## src/rtl/mesh_term_injector_if.sv

```systemverilog
// Local request and mesh terminal interface for mesh_term_injector.
// The master side is the packet source plus the mesh terminal; the slave side is the injector.
interface mesh_term_injector_if #(
    parameter int PAKG_SIZE  = 32,
    parameter int FIFO_DEPTH = 16
);
    logic                               push_i;
    logic                               bcst_i;
    logic [3:0]                         dest_row_i;
    logic [3:0]                         dest_col_i;
    logic                               mode_i;
    logic [PAKG_SIZE-18:0]              payload_i;
    logic                               full_o;
    logic                               pndng_o;
    logic [PAKG_SIZE-1:0]               data_out_o;
    logic                               popin_i;
    logic [$clog2(FIFO_DEPTH+1)-1:0]    count_o;
    logic [15:0]                        drop_cnt_o;
    logic [15:0]                        sent_cnt_o;

    modport master (
        output push_i, bcst_i, dest_row_i, dest_col_i, mode_i, payload_i, popin_i,
        input  full_o, pndng_o, data_out_o, count_o, drop_cnt_o, sent_cnt_o
    );

    modport slave (
        input  push_i, bcst_i, dest_row_i, dest_col_i, mode_i, payload_i, popin_i,
        output full_o, pndng_o, data_out_o, count_o, drop_cnt_o, sent_cnt_o
    );
endinterface

```

## src/rtl/mesh_term_injector.sv

```systemverilog
// Terminal-side injection stage: formats and validates local packet requests, buffers them in
// a first-word-fall-through FIFO and offers them to one external mesh terminal port.
module mesh_term_injector #(
    parameter int          ROWS       = 4,
    parameter int          COLUMNS    = 4,
    parameter int          PAKG_SIZE  = 32,
    parameter int          FIFO_DEPTH = 16,
    parameter logic [7:0]  BDCST      = 8'hFF
) (
    input  logic                 clk,
    input  logic                 reset,
    mesh_term_injector_if.slave  bus
);

    localparam int AW = $clog2(FIFO_DEPTH);
    localparam int CW = $clog2(FIFO_DEPTH + 1);
    localparam logic [CW-1:0] DEPTH_C   = CW'(FIFO_DEPTH);
    localparam logic [CW-1:0] LAST_C    = CW'(FIFO_DEPTH - 1);
    localparam logic [3:0]    ROW_MAX   = 4'(ROWS);
    localparam logic [3:0]    ROW_EDGE  = 4'(ROWS + 1);
    localparam logic [3:0]    COL_MAX   = 4'(COLUMNS);
    localparam logic [3:0]    COL_EDGE  = 4'(COLUMNS + 1);

    typedef enum logic [1:0] {
        ST_EMPTY  = 2'd0,
        ST_ACTIVE = 2'd1,
        ST_FULL   = 2'd2
    } state_t;

    // Terminals sit on the ring just outside the router grid; interior coordinates are routers.
    function automatic logic dest_valid(input logic [3:0] r, input logic [3:0] c);
        logic row_edge;
        logic col_edge;
        logic row_in;
        logic col_in;
        row_edge = (r == 4'd0) || (r == ROW_EDGE);
        col_edge = (c == 4'd0) || (c == COL_EDGE);
        row_in   = (r >= 4'd1) && (r <= ROW_MAX);
        col_in   = (c >= 4'd1) && (c <= COL_MAX);
        return (row_edge && col_in) || (col_edge && row_in);
    endfunction

    logic [PAKG_SIZE-1:0] mem_r [FIFO_DEPTH];
    logic [AW-1:0]        wr_ptr_r;
    logic [AW-1:0]        rd_ptr_r;
    logic [CW-1:0]        count_r;
    logic [15:0]          drop_cnt_r;
    logic [15:0]          sent_cnt_r;
    logic [PAKG_SIZE-1:0] data_out_r;
    state_t               state_r;

    logic [PAKG_SIZE-1:0] pkt_s;
    logic                 pop_s;
    logic                 accept_s;
    logic                 reject_s;
    logic [CW-1:0]        count_next_s;
    logic [AW-1:0]        rd_next_s;
    logic [PAKG_SIZE-1:0] head_next_s;
    state_t               state_next_s;
    logic                 pndng_s;
    logic                 full_s;

    // Packet assembly and accept/reject decision for this edge.
    always_comb begin
        pkt_s    = {PAKG_SIZE{1'b0}};
        if (bus.bcst_i) begin
            pkt_s = {BDCST, bus.dest_row_i, bus.dest_col_i, bus.mode_i, bus.payload_i};
        end else begin
            pkt_s = {8'h00, bus.dest_row_i, bus.dest_col_i, bus.mode_i, bus.payload_i};
        end
        pop_s    = bus.popin_i && (count_r != {CW{1'b0}});
        accept_s = bus.push_i && (bus.bcst_i || dest_valid(bus.dest_row_i, bus.dest_col_i))
                   && ((count_r != DEPTH_C) || pop_s);
        reject_s = bus.push_i && !accept_s;
    end

    // Next occupancy and next head; the head is the incoming packet when it lands at the new read slot.
    always_comb begin
        count_next_s = count_r;
        case ({accept_s, pop_s})
            2'b10:   count_next_s = count_r + CW'(1);
            2'b01:   count_next_s = count_r - CW'(1);
            default: count_next_s = count_r;
        endcase
        if (pop_s) begin
            rd_next_s = rd_ptr_r + AW'(1);
        end else begin
            rd_next_s = rd_ptr_r;
        end
        if (count_next_s == {CW{1'b0}}) begin
            head_next_s = {PAKG_SIZE{1'b0}};
        end else if (accept_s && (rd_next_s == wr_ptr_r)) begin
            head_next_s = pkt_s;
        end else begin
            head_next_s = mem_r[rd_next_s];
        end
    end

    // Packet storage; contents are meaningless outside the occupied window, so no reset.
    always_ff @(posedge clk) begin
        if (accept_s) begin
            mem_r[wr_ptr_r] <= pkt_s;
        end
    end

    // Pointers, occupancy, statistics and registered head.
    always_ff @(posedge clk or posedge reset) begin
        if (reset) begin
            wr_ptr_r   <= {AW{1'b0}};
            rd_ptr_r   <= {AW{1'b0}};
            count_r    <= {CW{1'b0}};
            drop_cnt_r <= 16'h0000;
            sent_cnt_r <= 16'h0000;
            data_out_r <= {PAKG_SIZE{1'b0}};
        end else begin
            if (accept_s) begin
                wr_ptr_r <= wr_ptr_r + AW'(1);
            end
            rd_ptr_r   <= rd_next_s;
            count_r    <= count_next_s;
            data_out_r <= head_next_s;
            if (pop_s) begin
                sent_cnt_r <= sent_cnt_r + 16'd1;
            end
            if (reject_s && (drop_cnt_r != 16'hFFFF)) begin
                drop_cnt_r <= drop_cnt_r + 16'd1;
            end
        end
    end

    // Occupancy state register.
    always_ff @(posedge clk or posedge reset) begin
        if (reset) begin
            state_r <= ST_EMPTY;
        end else begin
            state_r <= state_next_s;
        end
    end

    // Occupancy state transitions.
    always_comb begin
        state_next_s = state_r;
        case (state_r)
            ST_EMPTY: begin
                if (accept_s) begin
                    state_next_s = ST_ACTIVE;
                end else begin
                    state_next_s = ST_EMPTY;
                end
            end
            ST_ACTIVE: begin
                if (accept_s && !pop_s && (count_r == LAST_C)) begin
                    state_next_s = ST_FULL;
                end else if (pop_s && !accept_s && (count_r == CW'(1))) begin
                    state_next_s = ST_EMPTY;
                end else begin
                    state_next_s = ST_ACTIVE;
                end
            end
            ST_FULL: begin
                if (pop_s && !accept_s) begin
                    state_next_s = ST_ACTIVE;
                end else begin
                    state_next_s = ST_FULL;
                end
            end
            default: state_next_s = ST_EMPTY;
        endcase
    end

    // Status flags decoded from the registered state.
    always_comb begin
        pndng_s = 1'b0;
        full_s  = 1'b0;
        case (state_r)
            ST_ACTIVE: pndng_s = 1'b1;
            ST_FULL: begin
                pndng_s = 1'b1;
                full_s  = 1'b1;
            end
            default: begin
                pndng_s = 1'b0;
                full_s  = 1'b0;
            end
        endcase
    end

    assign bus.pndng_o    = pndng_s;
    assign bus.full_o     = full_s;
    assign bus.data_out_o = data_out_r;
    assign bus.count_o    = count_r;
    assign bus.drop_cnt_o = drop_cnt_r;
    assign bus.sent_cnt_o = sent_cnt_r;

endmodule

```

## src/flat_wrapper.sv

```systemverilog
// flat-port wrapper written by rule: the top's interface ports become plain ports
module mesh_term_injector_flat 
#(
    parameter int          ROWS       = 4,
    parameter int          COLUMNS    = 4,
    parameter int          PAKG_SIZE  = 32,
    parameter int          FIFO_DEPTH = 16,
    parameter logic [7:0]  BDCST      = 8'hFF
)
  (clk, reset, bus_push_i, bus_bcst_i, bus_dest_row_i, bus_dest_col_i, bus_mode_i, bus_payload_i, bus_popin_i, bus_full_o, bus_pndng_o, bus_data_out_o, bus_count_o, bus_drop_cnt_o, bus_sent_cnt_o);
  mesh_term_injector_if #(.PAKG_SIZE(PAKG_SIZE), .FIFO_DEPTH(FIFO_DEPTH)) bus_i ();
  input  logic clk;
  input  logic reset;
  input wire logic [$bits(bus_i.push_i)-1:0] bus_push_i;
  input wire logic [$bits(bus_i.bcst_i)-1:0] bus_bcst_i;
  input wire logic [$bits(bus_i.dest_row_i)-1:0] bus_dest_row_i;
  input wire logic [$bits(bus_i.dest_col_i)-1:0] bus_dest_col_i;
  input wire logic [$bits(bus_i.mode_i)-1:0] bus_mode_i;
  input wire logic [$bits(bus_i.payload_i)-1:0] bus_payload_i;
  input wire logic [$bits(bus_i.popin_i)-1:0] bus_popin_i;
  output wire logic [$bits(bus_i.full_o)-1:0] bus_full_o;
  output wire logic [$bits(bus_i.pndng_o)-1:0] bus_pndng_o;
  output wire logic [$bits(bus_i.data_out_o)-1:0] bus_data_out_o;
  output wire logic [$bits(bus_i.count_o)-1:0] bus_count_o;
  output wire logic [$bits(bus_i.drop_cnt_o)-1:0] bus_drop_cnt_o;
  output wire logic [$bits(bus_i.sent_cnt_o)-1:0] bus_sent_cnt_o;
  assign bus_i.push_i = bus_push_i;
  assign bus_i.bcst_i = bus_bcst_i;
  assign bus_i.dest_row_i = bus_dest_row_i;
  assign bus_i.dest_col_i = bus_dest_col_i;
  assign bus_i.mode_i = bus_mode_i;
  assign bus_i.payload_i = bus_payload_i;
  assign bus_i.popin_i = bus_popin_i;
  assign bus_full_o = bus_i.full_o;
  assign bus_pndng_o = bus_i.pndng_o;
  assign bus_data_out_o = bus_i.data_out_o;
  assign bus_count_o = bus_i.count_o;
  assign bus_drop_cnt_o = bus_i.drop_cnt_o;
  assign bus_sent_cnt_o = bus_i.sent_cnt_o;
  mesh_term_injector #(.ROWS(ROWS), .COLUMNS(COLUMNS), .PAKG_SIZE(PAKG_SIZE), .FIFO_DEPTH(FIFO_DEPTH), .BDCST(BDCST)) u_core (.clk(clk), .reset(reset), .bus(bus_i));
endmodule
```

## config.mk

```make
export PLATFORM = sky130hd
export DESIGN_NAME = mesh_term_injector_flat
export DESIGN_NICKNAME = d
export VERILOG_FILES = /design/src/rtl/mesh_term_injector_if.sv /design/src/rtl/mesh_term_injector.sv /design/src/flat_wrapper.sv
export SDC_FILE = /design/constraint.sdc
export NUM_CORES = 1
export LEC_CHECK = 0
export ABC_AREA = 1
export ABC_CLOCK_PERIOD_IN_PS = 3800
export CAP_MARGIN = 10
export CORE_MARGIN = 3
export CORE_UTILIZATION = 36
export CTS_BUF_LIST = sky130_fd_sc_hd__clkbuf_8
export CTS_CLUSTER_SIZE = 12
export DETAILED_ROUTE_END_ITERATION = 10
export HOLD_SLACK_MARGIN = 0.15
export PLACE_DENSITY_LB_ADDON = 0.05
export SYNTH_ARGS = -nofsm -noshare
export SYNTH_HDL_FRONTEND = slang
export SYNTH_SLANG_ARGS = --single-unit
export TNS_END_PERCENT = 20
```

## constraint.sdc

```tcl
create_clock -name clk -period 3.8 [get_ports clk]
set_clock_uncertainty 0.15 [all_clocks]
set_input_delay 0.76 -clock clk [delete_from_list [all_inputs] [get_ports clk]]
set_output_delay 0.76 -clock clk [all_outputs]
set_load 0.01 [all_outputs]
```

==> results.md <==
- Status: complete, no violations
- CTS H-tree lvls: 3
- Crit path kind: reg2reg
- # Post-CTS Setup Buffers: 0
- P per Cell Area: 789 nW/um^2
- Routed len/inst: between 20 and 25 um
- Post-Syn Instances: roughly 1800
- Total grt overflow: 0
- Fillers: 5127
- IO buf count: 99
- FF-to-FF path depth: 15
- Final std cells w/o fill: 2704
- Aggregate negative setup slack: 0 ps
- P_leak: about 9 nW
- Crit end category: flip-flop
- Req. time, crit path: 4180 ps
- Synth cell types: 35
- RSZ-0062 raised after global routing: no
- Finished Core Util: 0.440
- Fmax: 326 MHz
- Post-DP Area: 22300 sq um
- Cell Area, Synth: ~20000 sq um
- Mean Syn Cell Area: 11.4 sq um
- Largest net degree at the start of global routing: 95
- FF+latch count, synth: 472
- Post-route cell area: about 24000 sq um
- CTS tree: built
- Worst Max-Slew Pin Slew: 976 ps
- Die area: 58400 sq um
- I/O pin count: 100
- Vias in the first global route: 14201
- Commonest non-fill, non-tap cell in the layout: nand3_1
- Class of the worst hold path: in2async
- Commonest cells after routing, fill and taps aside: 566 x nand3_1, 400 x edfxtp_1, 334 x nand2_1, 99 x clkdlybuf4s50_1, 96 x inv_1
- Syn Nets: ~1800
- Vias per std cell: 5.18
- Placer congestion estimate: around 0.77
- Ys Warns: 0
- Arr. time, crit path: 3450 ps
- CTS hold repair buffers: 0
- Starting Density: 0.368
- Die Height: 242 um
- Layout Area Growth over Synthesis: 19.5%
- Crit path to: u_core.bus.data_out_o[14]
- DRT Pass-1 Iters: 5
- Clock root cell: clkbuf_8
- Slew Limit Fails: 0
- Placed Instances: 2548
- GR Util All Layers: 0.200
- Post-DP HPWL: 33.2 mm
- Place WS: about 110 ps
- Worst setup SP type: flip-flop
- Antenna violations before repair: 1
- Critical R2R Capture: u_core.bus.data_out_o[14]
- Std cell rows: 85
- Post-route minimum period: around 3000 ps
- DR iter-0 viols: between 1000 and 1500
- Vias: 13994
- Final setup vio count: 0
- Nets: 1940
- Peak supply drop: 0.404 mV
- Total power: 18.8 mW
- Routed wire length: approximately 59 mm
- Critical path fanouts, max: 28
- Share of layout cells above drive strength 1: 0.110
- Clock Latency Late Sink: 660 ps
- Final Hold Fails: 0
- Register area share after synthesis: 0.691
- Clk slew on worst S/H paths: 60 ps
- Number of buffers on the longest clock path: 3
- Core area: 54300 sq um
- Maximum Capacitance Violations: 0
- Setup WS post-layout: 733 ps
- CTS-repair resized insts: 0
- Smallest hold slack: 277 ps
- Num CTS Buffers: 84
- CTS sink count: ~470
- Slew Limit Headroom: 0.348
- Tcrit/Tclk final: 0.807
- Worst R2R Start: u_core.bus.count_o[0]
- Global-route wire length before repair: 89.3 mm
- R2r setup slk: 730 ps
- Die W: 242 um
- DRC Markers: 0
- Worst Setup SP: u_core.bus.count_o[0]
- Antenna-violating nets left: 0
-- cell type report --
cell class | count | area (sq um) | area share
Inverter | 73 | 279 | 0.0117
Timing Repair Buffer | 172 | 1800 | 0.0754
Clock buffer | 94 | 1290 | 0.0542
Tap cell | 739 | 925 | 0.0387
Multi-Input combinational cell | 1092 | 5510 | 0.231
Antenna cell | 2 | 5.00 | 0.000210
Clock inverter | 60 | 255 | 0.0107
Sequential cell | 472 | 13800 | 0.578
-- worst min-delay path by stage --
stage / start / endpoint / slack, ps / cells after the start
3_5_place_dp: u_core.bus.sent_cnt_o[15] / u_core.bus.sent_cnt_o[15] / 320 / 1
4_1_cts: reset / u_core.bus.sent_cnt_o[12] / 220 / 2
2_1_floorplan: u_core.bus.sent_cnt_o[15] / u_core.bus.sent_cnt_o[15] / 360 / 1
3_3_place_gp: u_core.bus.sent_cnt_o[15] / u_core.bus.sent_cnt_o[15] / 320 / 1
6_report: reset / u_core.bus.sent_cnt_o[15] / 280 / 2
5_1_grt: reset / u_core.bus.sent_cnt_o[15] / 270 / 2
-- sequential cells by signal, indices dropped and copies added, names as in the netlist --
| signal | flops |
|---|---|
| u_core.rd_ptr_r | 4 |
| u_core.bus.count_o | 5 |
| u_core.bus.sent_cnt_o | 16 |
| u_core.wr_ptr_r | 4 |
| u_core.bus.drop_cnt_o | 16 |
| u_core.mem_r | 400 |
| u_core.state_r | 2 |
| u_core.bus.data_out_o | 25 |
-- Yosys cell counts (all sizes together) --
master    n  area share
a21boi    1     0.00038
nand4     9      0.0028
o211ai    1     0.00038
nor3     10      0.0025
and3      1     0.00031
clkbuf   35      0.0066
dfrtp    72       0.090
nand2   341       0.066
ha       16       0.010
xnor2    14      0.0061
inv      71       0.013
clkinv    2     0.00038
a31oi     1     0.00031
o21ai     4      0.0016
o22ai     1     0.00031
xor2     25       0.011
nor2     65       0.013
nand3b    6      0.0023
nor4      1     0.00031
a21oi    26      0.0065
nand3   570        0.14
buf      81       0.022
edfxtp  400        0.60
-- routing by layer --
layer  up-vias  share of wire  track usage
met3        74          0.060       0.0376
met2       435           0.46        0.310
met4         0          0.018       0.0608
li1       6504              -            -
met5         -              0            0
met1      6981           0.47        0.286
-- where the power goes --
| part | internal [mW] | total, mW | switching (mW) |
|---|---|---|---|
| Combinational | 2.74 | 7.97 | 5.23 |
| Clock | 2.26 | 4.38 | 2.12 |
| Sequential | 6.18 | 6.49 | 0.315 |
| Total | 11.2 | 18.8 | 7.67 |
-- cell families (layout without fill, tap and decap cells) --
logic type               count (synthesis)  in the layout  synth area share
adder cells (fa/ha/maj)                 16             16            0.0100
flip-flops                             472            472             0.691
buffers and inverters                  189            399            0.0422
AO/OA/AOI/OAI                           34             34           0.00945
AND/OR/NAND/NOR                       1003           1003             0.230
other                                    0              2                 0
XOR/XNOR                                39             39            0.0171
-- worst max-delay path: stages, from the launching register on --
cell	delay, ps
dfrtp_1	470
inv_1	120
ha_1	260
nand3_4	130
nand2_8	110
inv_4	170
nand2_1	110
nand2_4	360
buf_12	270
nand3_1	120
nand3_1	140
nand3_1	150
nand2_1	120
a21oi_1	100
nand2_1	90
inv_1	40
Power figures use the tool's default switching activity.
